[config.mk]
export PLATFORM = sky130hd
export DESIGN_NAME = mr1_mem_arbiter
export DESIGN_NICKNAME = d
export VERILOG_FILES = /design/src/rtl/mr1_mem_arbiter.sv
export SDC_FILE = /design/constraint.sdc
export NUM_CORES = 1
export LEC_CHECK = 0
export ABC_AREA = 0
export CORE_AREA = 5 5 102 104
export CTS_CLUSTER_SIZE = 8
export DETAILED_ROUTE_END_ITERATION = 8
export DIE_AREA = 0 0 107 109
export PLACE_DENSITY = 0.69
export SKIP_CTS_REPAIR_TIMING = 1
export SYNTH_ARGS = -nofsm -noshare
export SYNTH_HDL_FRONTEND = slang
export SYNTH_SLANG_ARGS = --single-unit
export TNS_END_PERCENT = 100
[constraint.sdc]
create_clock -name clk -period 1.9 [get_ports clk]
set_clock_uncertainty 0.1 [all_clocks]
set_input_delay 0.285 -clock clk [delete_from_list [all_inputs] [get_ports clk]]
set_output_delay 0.285 -clock clk [all_outputs]
set_load 0.03 [all_outputs]
[src/rtl/mr1_mem_arbiter.sv]
// mr1_mem_arbiter
//   Merges the MR1 instruction-fetch and load/store request ports onto one
//   shared memory request port. Round-robin arbitration is purely
//   combinational, so a request can be accepted in the cycle it is presented.
//   An in-order tag FIFO records the source of every read that is issued.
//   The FIFO head tag steers each read response back to the port that asked
//   for it.
module mr1_mem_arbiter #(
    parameter int MAX_OUTSTANDING = 2   // reads in flight, power of 2, >= 1
) (
    input  logic        clk,
    input  logic        reset,          // synchronous, active-low

    input  logic        instr_req_valid,
    output logic        instr_req_ready,
    input  logic [31:0] instr_req_addr,
    output logic        instr_rsp_valid,
    output logic [31:0] instr_rsp_data,

    input  logic        data_req_valid,
    output logic        data_req_ready,
    input  logic        data_req_wr,
    input  logic [1:0]  data_req_size,
    input  logic [31:0] data_req_addr,
    input  logic [31:0] data_req_data,
    output logic        data_rsp_valid,
    output logic [31:0] data_rsp_data,

    output logic        mem_req_valid,
    input  logic        mem_req_ready,
    output logic        mem_req_wr,
    output logic [1:0]  mem_req_size,
    output logic [31:0] mem_req_addr,
    output logic [31:0] mem_req_data,
    input  logic        mem_rsp_valid,
    input  logic [31:0] mem_rsp_data,

    output logic        rsp_orphan_err
);

    // The pointers carry one extra wrap bit so that full and empty can be told apart.
    localparam int IDX_W = (MAX_OUTSTANDING > 1) ? $clog2(MAX_OUTSTANDING) : 1;
    localparam int PTR_W = $clog2(MAX_OUTSTANDING) + 1;
    localparam int DEPTH = 1 << IDX_W;

    typedef enum logic {
        SRC_INSTR = 1'b0,
        SRC_DATA  = 1'b1
    } src_e;

    src_e             last_grant;
    src_e             tag_mem [DEPTH];
    src_e             push_tag;
    src_e             head_tag;
    logic [PTR_W-1:0] wr_ptr;
    logic [PTR_W-1:0] rd_ptr;
    logic [PTR_W-1:0] fifo_count;
    logic [IDX_W-1:0] wr_idx;
    logic [IDX_W-1:0] rd_idx;
    logic             fifo_full;
    logic             fifo_empty;
    logic             instr_elig;
    logic             data_elig;
    logic             grant_instr;
    logic             grant_data;
    logic             push;
    logic             pop;
    logic             rsp_hit;

    assign fifo_empty = (wr_ptr == rd_ptr);
    // The pointers differ only in the wrap bit exactly when the FIFO holds MAX_OUTSTANDING tags.
    assign fifo_full  = ((wr_ptr ^ rd_ptr) == PTR_W'(MAX_OUTSTANDING));
    assign fifo_count = wr_ptr - rd_ptr;
    assign wr_idx     = IDX_W'(wr_ptr);
    assign rd_idx     = IDX_W'(rd_ptr);
    assign head_tag   = tag_mem[rd_idx];

    // Eligibility and round-robin winner selection; nothing is granted while in reset.
    always_comb begin
        // NOTE: every signal assigned in a combinational block gets a value on every path, otherwise a latch is inferred.
        instr_elig  = reset & instr_req_valid & ~fifo_full;
        data_elig   = reset & data_req_valid & (data_req_wr | ~fifo_full);
        grant_data  = data_elig & (~instr_elig | (last_grant == SRC_INSTR));
        grant_instr = instr_elig & ~grant_data;
    end

    // Shared request mux, per-port handshake and the tag push decision.
    always_comb begin
        mem_req_valid   = grant_instr | grant_data;
        mem_req_wr      = 1'b0;
        mem_req_size    = 2'd2;
        mem_req_addr    = instr_req_addr;
        mem_req_data    = 32'h0;
        if (grant_data) begin
            mem_req_wr   = data_req_wr;
            mem_req_size = data_req_size;
            mem_req_addr = data_req_addr;
            mem_req_data = data_req_data;
        end
        instr_req_ready = grant_instr & mem_req_ready;
        data_req_ready  = grant_data & mem_req_ready;
        push            = mem_req_valid & mem_req_ready & (grant_instr | ~data_req_wr);
        push_tag        = grant_data ? SRC_DATA : SRC_INSTR;
    end

    // Response steering: the FIFO head tag picks which port sees the read data.
    always_comb begin
        rsp_hit         = reset & mem_rsp_valid & ~fifo_empty;
        pop             = rsp_hit;
        instr_rsp_valid = rsp_hit & (head_tag == SRC_INSTR);
        data_rsp_valid  = rsp_hit & (head_tag == SRC_DATA);
        instr_rsp_data  = mem_rsp_data;
        data_rsp_data   = mem_rsp_data;
    end

    // Control state: arbitration history, FIFO pointers and the sticky orphan flag.
    always_ff @(posedge clk) begin
        // NOTE: state is updated with non-blocking assignments so that every register samples pre-edge values.
        if (!reset) begin
            last_grant     <= SRC_INSTR;
            wr_ptr         <= '0;
            rd_ptr         <= '0;
            rsp_orphan_err <= 1'b0;
        end else begin
            if (mem_req_valid && mem_req_ready) begin
                last_grant <= push_tag;
            end
            if (push) begin
                wr_ptr <= wr_ptr + PTR_W'(1);
            end
            if (pop) begin
                rd_ptr <= rd_ptr + PTR_W'(1);
            end
            if (mem_rsp_valid && fifo_empty) begin
                rsp_orphan_err <= 1'b1;
            end
        end
    end

    // Tag storage; only the locations between the pointers are meaningful.
    always_ff @(posedge clk) begin
        // NOTE: storage is deliberately not reset; emptying the pointers is enough to discard its contents.
        if (push) begin
            tag_mem[wr_idx] <= push_tag;
        end
    end

    // Invariants: responses go to one port at a time, and the tag count never exceeds the FIFO depth.
    a_one_rsp : assert property (@(posedge clk) disable iff (!reset)
        !(instr_rsp_valid && data_rsp_valid));
    a_count_bound : assert property (@(posedge clk) disable iff (!reset)
        fifo_count <= PTR_W'(MAX_OUTSTANDING));
    c_fifo_full : cover property (@(posedge clk) disable iff (!reset) fifo_full);

endmodule

Word level (Yosys, flattened, before mapping)
Memory sizes are Yosys's and may differ from the RTL's. A register that Yosys moved wholly into a read port is not among the register bits.
Index checks and enable logic that the tools add are counted.
Widths: inputs -> output; s select.

word-level totals
  register bits after elaboration = 6
  bits in latches = 0
  memory bits (writable) = 2
  memory bits (read-only) = 0
  input port bits = 137
  output and inout port bits = 137
  word-level logic and storage cells = 46
  memories kept = 1

operators by class
  add/subtract/negate cells = 2
  $mul = 0
  div/mod/pow operators = 0
  magnitude comparators = 0
  equal/unequal tests = 2
  shift-type cells = 0
  muxes and demuxes = 9
  bitwise operators = 26
  reductions and logical operators = 2

memory list
  name     depth  bits a word  read ports  clocked after memory_dff  wr ports  line  text
  tag_mem  2      1            1           1                         1         52    src_e tag_mem [DEPTH];

operators by type and width
  cell                 count
  $mux 32              2
  $and 1x1->1          14
  $not 1->1            7
  $mux 1               6
  $add 2x1->2 const B  2
  $or 1x1->1           4
  $eq 2x2->1           1
  $eq 2x2->1 const B   1
  $logic_and 1x1->1    2
  $mux 2               1
  $xor 2x2->2          1

Logic depth before layout (Yosys ltp)
Gate-level depths: netlist of the first run.

  depth in word-level cells = 14
  mapped depth = 7
  depth with buffers taken out = 4

Worst setup path after synthesis of the first run
Ideal clock, no wire load.

  path type = flip-flop to output port
  start = register rd_ptr[0]
  end = output port mem_req_addr[14]
  data arrival time = 1760 ps
  data required time = 1515 ps
  setup slack = -245 ps
  stages on the path, launching flop included = 6
  path through = dfxtp_1 -> xnor2_1 -> nand2_2 -> a41oi_4 -> buf_6 -> mux2_2

between the ends
  cells in the longest elaborated chain, start to end = 8
  elaborated cells between the ends (all ways) = 10
  those cells by class = eq/ne (1); mux (1); bitwise (8)

RTL lines
  element                 line    text
  from (decl)             56      logic [PTR_W-1:0] rd_ptr;
  from (signal assigned)  132     rd_ptr <= rd_ptr + PTR_W'(1);
  $xor 2x2->2 *           72      assign fifo_full = ((wr_ptr ^ rd_ptr) == PTR_W'(MAX_OUTSTANDING));
  $eq 2x2->1 *            72
  $not 1->1 *             81, 82
  $and 1x1->1             81      instr_elig = reset & instr_req_valid & ~fifo_full;
  $not 1->1               83      grant_data = data_elig & (~instr_elig | (last_grant == SRC_INSTR));
  $or 1x1->1              83
  $and 1x1->1 *           83
  $mux 32 *               94      if (grant_data) begin
  to (decl)               33      output logic [31:0] mem_req_addr,

Mark *: on every way between the ends. The rest lies on a longest branch, timed or not.

Final worst setup path of the first run
  start = register wr_ptr[1]
  end = output port mem_req_addr[15]

between the ends
  cells in the longest elaborated chain, start to end = 8
  elaborated cells between the ends (all ways) = 10
  those cells by class = eq/ne (1); mux (1); bitwise (8)

RTL lines
  element                 line    text
  from (decl)             55      logic [PTR_W-1:0] wr_ptr;
  from (signal assigned)  129     wr_ptr <= wr_ptr + PTR_W'(1);
  $xor 2x2->2 *           72
  $eq 2x2->1 *            72
  $not 1->1 *             81, 82
  $and 1x1->1             81
  $not 1->1               83
  $or 1x1->1              83
  $and 1x1->1 *           83
  $mux 32 *               94

Marked as above.

==> run metrics, run 1 <==
hold slack=0.3974 ns; post-route cell area=3784 µm²; Max-Cap Viols=0; Yosys warnings=0; Final Hold Vio Count=0; gr usage total=9.798%; worst skew pair latency=between 0.2 and 0.25 ns; Reg clk slew, reported paths=0.04 ns; initial DRC count=56; sequential-to-total area share from yosys stat=between 10% and 20%; Peak VDD IR=around 160 µV; Hold Path Depth=2; dpl hpwl=5791 µm; failing checks=setup timing; layout cells sized above 1=56.60%; Worst setup SP type=flip-flop; final instance count without filler cells=455; Hold Path Class=reg -> reg; period utilization=129.7%; GPL Wtd Cong=a little under 0.8; Final setup viols=67; global-route wire length before repair=~9000 µm; Die ar.=11,660 µm²; largest family of logic cells by synthesized area=buffers and inverters; Worst Reg-to-Reg Cells=6; pwr dens=386.2 nW/µm²; CTS Buf Count=3; Overall Power=1461 µW; worst setup margin=-0.5639 ns; Final nets=between 400 and 500; initial antenna violation count=0; Slew @ Worst Pin=0.3218 ns; cell count after synthesis=191; IO Pins=~270; fill count=~900; post-placement cell area=3243 µm²; Worst setup EP type=output pin; syn_area_per_cell=~8.5 µm²; Total Wirelength=roughly 7000 µm; die height=109 µm; top-area cell type share of the netlist area=roughly 29%; CTS root buf=clkbuf_8; CTS tree=done; Post-route DRC=0; chip width=roughly 110 µm; synth cell count leaders=64 x buf_4, 38 x and2_1, 32 x mux2_2; synth top area cells=buf_4 29%, mux2_2 22%, and2_1 15%, dfxtp_1 8.6%, buf_6 4.1%; number of synthesized flops with an enable pin=2; drt first pass iters=4; Max Clk Rate=0.4059 GHz; CTS Sinks=9; max-slew violation count=0; status=complete, but fails checks; count leader, synth=buf_4; dpl cells=between 400 and 500; n_diodes=0; Synth Register Bits=9; H-tree Lvls=1; Initial Util=17.22%; Async S/R FF share, synth=0%; RSZ-0062 raised after global routing=yes; LEAKAGE=0.001724 µW; post-synthesis mux area share=24.58%; Vias/cell=4.090; largest area contributor in the netlist=buf_4; top_reg_cell synth=dfxtp_1; core area=9459 µm²; Arr. time, crit path=2.08 ns; pin count of the biggest net entering global routing=21; worst-case clock buffer depth=2; Post-Synth Simple-Gate Area=20.81%; total number of vias=around 1,900; Avg WL per Cell=around 16 µm; pre-CTS setup slack=-1.004 ns; FP Rows=36; post-synthesis compound-gate area fraction=5.530%; I/O Buffers=177; Area growth syn-to-layout=132.3%; Mapped Area=1629 µm²; CP required=1.51 ns; Mapped Nets=328; Synth Area in XOR/XNOR=2.151%; Tmin final=2.464 ns; path type of the worst setup path=reg -> out; CP Max Fanout=8; vias in the first global route=1,829; relative slew slack=78.48%; post-synthesis adder-cell area fraction=0%; GRT overflow=0; Distinct cells, synth=28; post-route ant nets=0
-- final cells by class --
cell class                      count  area (µm²)  area share, %
Timing Repair Buffer              219        2310          61.05
Tap cell                          114       142.6          3.770
Multi-Input combinational cell    108        1079          28.51
Sequential cell                     9       203.9          5.390
Inverter                            1       3.754        0.09921
Clock buffer                        4       45.04          1.190
-- stage by stage --
step	utilization, %	setup TNS (ns)
floorplan	-	-3.803
CTS	34.76	-48.27
global placement	34.29	-48.32
finish	40.00	-32.12
detailed placement	34.29	-48.08
global route	40.00	-37.31
-- cells by family (layout without fill, tap and decap cells) --
logic type                count (synthesis)  after routing
buffers and inverters                    74            224
and+or+nand+nor                          59             59
muxes                                    36             36
AOI/OAI and AO/OA                         9              9
DFF                                       9              9
xor gates and xnor gates                  4              4
-- layer usage --
| metal | up-vias | part of all wire, % | GRT usage [%] | wire, µm |
|---|---|---|---|---|
| li1 | 871 | - | - | - |
| met1 | 825 | 33 | 9.643 | 2354 |
| met2 | 149 | 52 | 18.53 | 3711 |
| met3 | 16 | 14 | 4.322 | 974 |
| met4 | 0 | 1.6 | 2.922 | 112 |
| met5 | - | 0 | 0 | 0 |
-- critical path: stages (launching register included) --
cell and delay, ns:
dfxtp_2 0.33, xor2_2 0.20, a31o_4 0.26, a41oi_4 0.30
buf_12 0.18, buf_12 0.13, mux2_4 0.31, buf_6 0.14
-- final timing paths --
kind | start | to | slack, ns
worst max-delay path | wr_ptr[1]$_SDFFE_PN0P_ | mem_req_addr[15] | -0.56
worst min-delay path | rsp_orphan_err$_SDFFE_PN0P_ | rsp_orphan_err$_SDFFE_PN0P_ | 0.40
worst min register to register | rsp_orphan_err$_SDFFE_PN0P_ | rsp_orphan_err$_SDFFE_PN0P_ | 0.40
worst max register to register | wr_ptr[1]$_SDFFE_PN0P_ | tag_mem[0]$_DFFE_PP_ | 0.19
-- power breakdown --
group	switching [µW]	internal, µW
registers	9.15	210
logic	419	606
clock network	71.8	146
-- placed cells by master, fill, tap and decap left out, types with 3 or more instances in the layout --
cell type,synthesis,layout
and2_1,38,5
dfxtp_2,0,3
nand2_1,8,8
and2_4,0,17
dlymetal6s2s_1,0,3
clkbuf_16,0,3
mux2_4,0,32
nor2_1,4,4
buf_12,0,9
mux2i_1,4,4
and2_2,0,16
clkdlybuf4s50_1,0,102
clkbuf_8,0,3
buf_6,6,60
dfxtp_1,7,4
buf_4,64,40
Note: power is estimated with default switching activity, not from simulation.
==> run 2, diff against run 1 <==
ABC_CLOCK_PERIOD_IN_PS = 1900   (was unset)
==> results of run 2 <==
No change in the layout: final DEF, timing and power equal those of run 1.
==> run 3, diff against run 2 <==
CORE_AREA = 3 3 106 108   (was 5 5 102 104)
DIE_AREA = 0 0 109 111   (was 0 0 107 109)
PLACE_DENSITY = 0.62   (was 0.69)
==> run metrics, run 3 (synthesis results as in run 1) <==
status=complete, but fails checks (unchanged); failing checks=setup timing (unchanged); Die ar.=12,100 µm² (was 11,660 µm²); R2R Path Start=wr_ptr[0]$_SDFFE_PN0P_ (was wr_ptr[1]$_SDFFE_PN0P_); Max Clk Rate=0.4104 GHz (was 0.4059 GHz); Worst setup EP type=output pin (unchanged); Worst path max stage delay=0.34 ns (was 0.33 ns); Reg clk slew, reported paths=0.05 ns (was 0.04 ns); core area=10,320 µm² (was 9459 µm²); initial DRC count=34 (was 56); initial antenna violation count=0 (unchanged); setup slack, reg-to-reg=0.16 ns (was 0.19 ns); Post-route DRC=0 (unchanged); LEAKAGE=0.001649 µW (was 0.001724 µW); Final setup viols=68 (was 67); most common cell after layout, fill and taps aside=clkdlybuf4s50_1 (unchanged); CP required=1.51 ns (about the same); Max-Cap Viols=0 (unchanged); Final Hold Vio Count=0 (unchanged); Hold Path Class=reg -> reg (unchanged); reg2reg end=tag_mem[1]$_DFFE_PP_ (was tag_mem[0]$_DFFE_PP_); worst-case clock buffer depth=2 (unchanged); Hold Path Depth=2 (unchanged); relative slew slack=79.48% (was 78.48%); CTS Buf Count=3 (unchanged); CTS root buf=clkbuf_8 (unchanged); period utilization=128.3% (was 129.7%); dpl hpwl=5062 µm (was 5791 µm); worst setup margin=-0.5369 ns (was -0.5639 ns); fill count=1,015 (was 899); layout cells sized above 1=54.46% (was 56.60%); GPL Wtd Cong=0.6680 (was 0.7724); IO Pins=274 (unchanged); chip width=109 µm (was 107 µm); Tmin final=2.437 ns (was 2.464 ns); gr usage total=8.665% (was 9.798%); FP Rows=37 (was 36); total number of vias=1,797 (was 1,861); cell mode on critical path=buf_6 (was buf_12); CP Max Fanout=5 (was 8); Finished Core Util=35.21% (was 40.00%); pin count of the biggest net entering global routing=25 (was 21); global-route wire length before repair=8556 µm (was 9114 µm); worst skew pair latency=0.23 ns (about the same); Fin Setup TNS=-30.72 ns (was -32.12 ns); Vias/cell=3.807 (was 4.090); Final nets=474 (was 479); die height=111 µm (was 109 µm); Worst setup SP type=flip-flop (unchanged); Worst Hold Endpoint=rsp_orphan_err$_SDFFE_PN0P_ (unchanged); GRT overflow=0 (unchanged); Peak VDD IR=272.0 µV (was 161.0 µV); Worst Reg-to-Reg Cells=7 (was 6); HP Start=rsp_orphan_err$_SDFFE_PN0P_ (unchanged); Area growth syn-to-layout=123.1% (was 132.3%); max-slew violation count=0 (unchanged); dpl cells=450 (was 427); slowest cell on the critical path=dfxtp_2 (unchanged); most frequent cells in the layout=102 x clkdlybuf4s50_1, 45 x buf_4, 43 x buf_6, 32 x mux2_4, 17 x and2_2 (was 102 x clkdlybuf4s50_1, 60 x buf_6, 40 x buf_4, 32 x mux2_4, 17 x and2_4); RSZ-0062 raised after global routing=yes (unchanged); Initial Util=15.78% (was 17.22%); path type of the worst setup path=reg -> out (unchanged); I/O Buffers=177 (unchanged); Cell Chain, Critical Path=xor2_4, a31o_4, a41oi_4, buf_6, buf_12, buf_6, mux2_4, buf_4 (was xor2_2, a31o_4, a41oi_4, buf_12, buf_12, mux2_4, buf_6); CTS tree=done (unchanged); hold slack=0.3876 ns (was 0.3974 ns); n_diodes=0 (unchanged); Slew @ Worst Pin=0.3068 ns (was 0.3218 ns); Avg WL per Cell=13.62 µm (was 15.72 µm); H-tree Lvls=1 (unchanged); post-route ant nets=0 (unchanged); final instance count without filler cells=472 (was 455); drt first pass iters=2 (was 4); vias in the first global route=1,828 (was 1,829); Arr. time, crit path=2.05 ns (was 2.08 ns); Total Wirelength=6427 µm (was 7153 µm); pwr dens=384.1 nW/µm² (was 386.2 nW/µm²); CTS Sinks=9 (unchanged)
==> run 3: changes by cell type in the layout (fill, tap and decap cells not counted), moves of 3 or more <==
cell / previous run / this run
buf_6: 60 / 43
buf_2: 1 / 11
and2_4: 17 / 13
buf_12: 9 / 6
and2_1: 5 / 8
buf_4: 40 / 45
==> run 3: through the flow <==
step                      worst slack [ns]  total power [µW]  instance area, µm²
final                              -0.5369              1396                3635
after detailed placement           -0.9834              1106                3261
after CTS                          -0.9856              1336                3306
after floorplan                   -0.08790             918.1                1818
after global placement             -0.9646              1098                3261
after global routing               -0.6156              1472                3635
==> run 3: layer usage <==
layer | part of all wire [%] | GRT usage, %
met5 | 0 | 0
met4 | 2.9 | 3.367
met3 | 13 | 3.494
met2 | 52 | 16.34
met1 | 32 | 8.093
==> run 3: report_power, final <==
group	internal, µW	switching, µW	leakage [µW]	total [µW]
logic	554	399	0.00155	953
registers	210	9.73	0.0000771	220
clock network	146	77.0	0.0000228	223
==> run 3: final cells by class <==
type / count / area [µm²] / area share [%]
well taps: 136 / 170.2 / 4.682
clock buffers: 4 / 45.04 / 1.239
inverters: 1 / 3.754 / 0.1033
flip-flops and latches: 9 / 203.9 / 5.611
repair buffers: 214 / 2138 / 58.83
multi-input cells: 108 / 1074 / 29.54
==> run 3: worst max-delay path: cells and delay by family (launching register included) <==
kind,cells,cell delay [ns]
AO/OA/AOI/OAI,2,0.46
flip-flops,1,0.34
buffers and inverters,4,0.54
XOR/XNOR,1,0.20
multiplexers,1,0.29
==> run 3: how the worst max path moves through the flow <==
stage / cells after the start / to / from / slack [ns]
after floorplan: 5 / mem_req_addr[0] / wr_ptr[1]$_SDFFE_PN0P_ / -0.09
after global placement: 7 / mem_req_addr[24] / data_req_wr / -0.96
after detailed placement: 7 / mem_req_addr[21] / data_req_wr / -0.98
after CTS: 7 / mem_req_addr[21] / data_req_wr / -0.99
after global routing: 8 / mem_req_addr[15] / rd_ptr[1]$_SDFFE_PN0P_ / -0.62
final: 8 / mem_req_addr[26] / rd_ptr[1]$_SDFFE_PN0P_ / -0.54
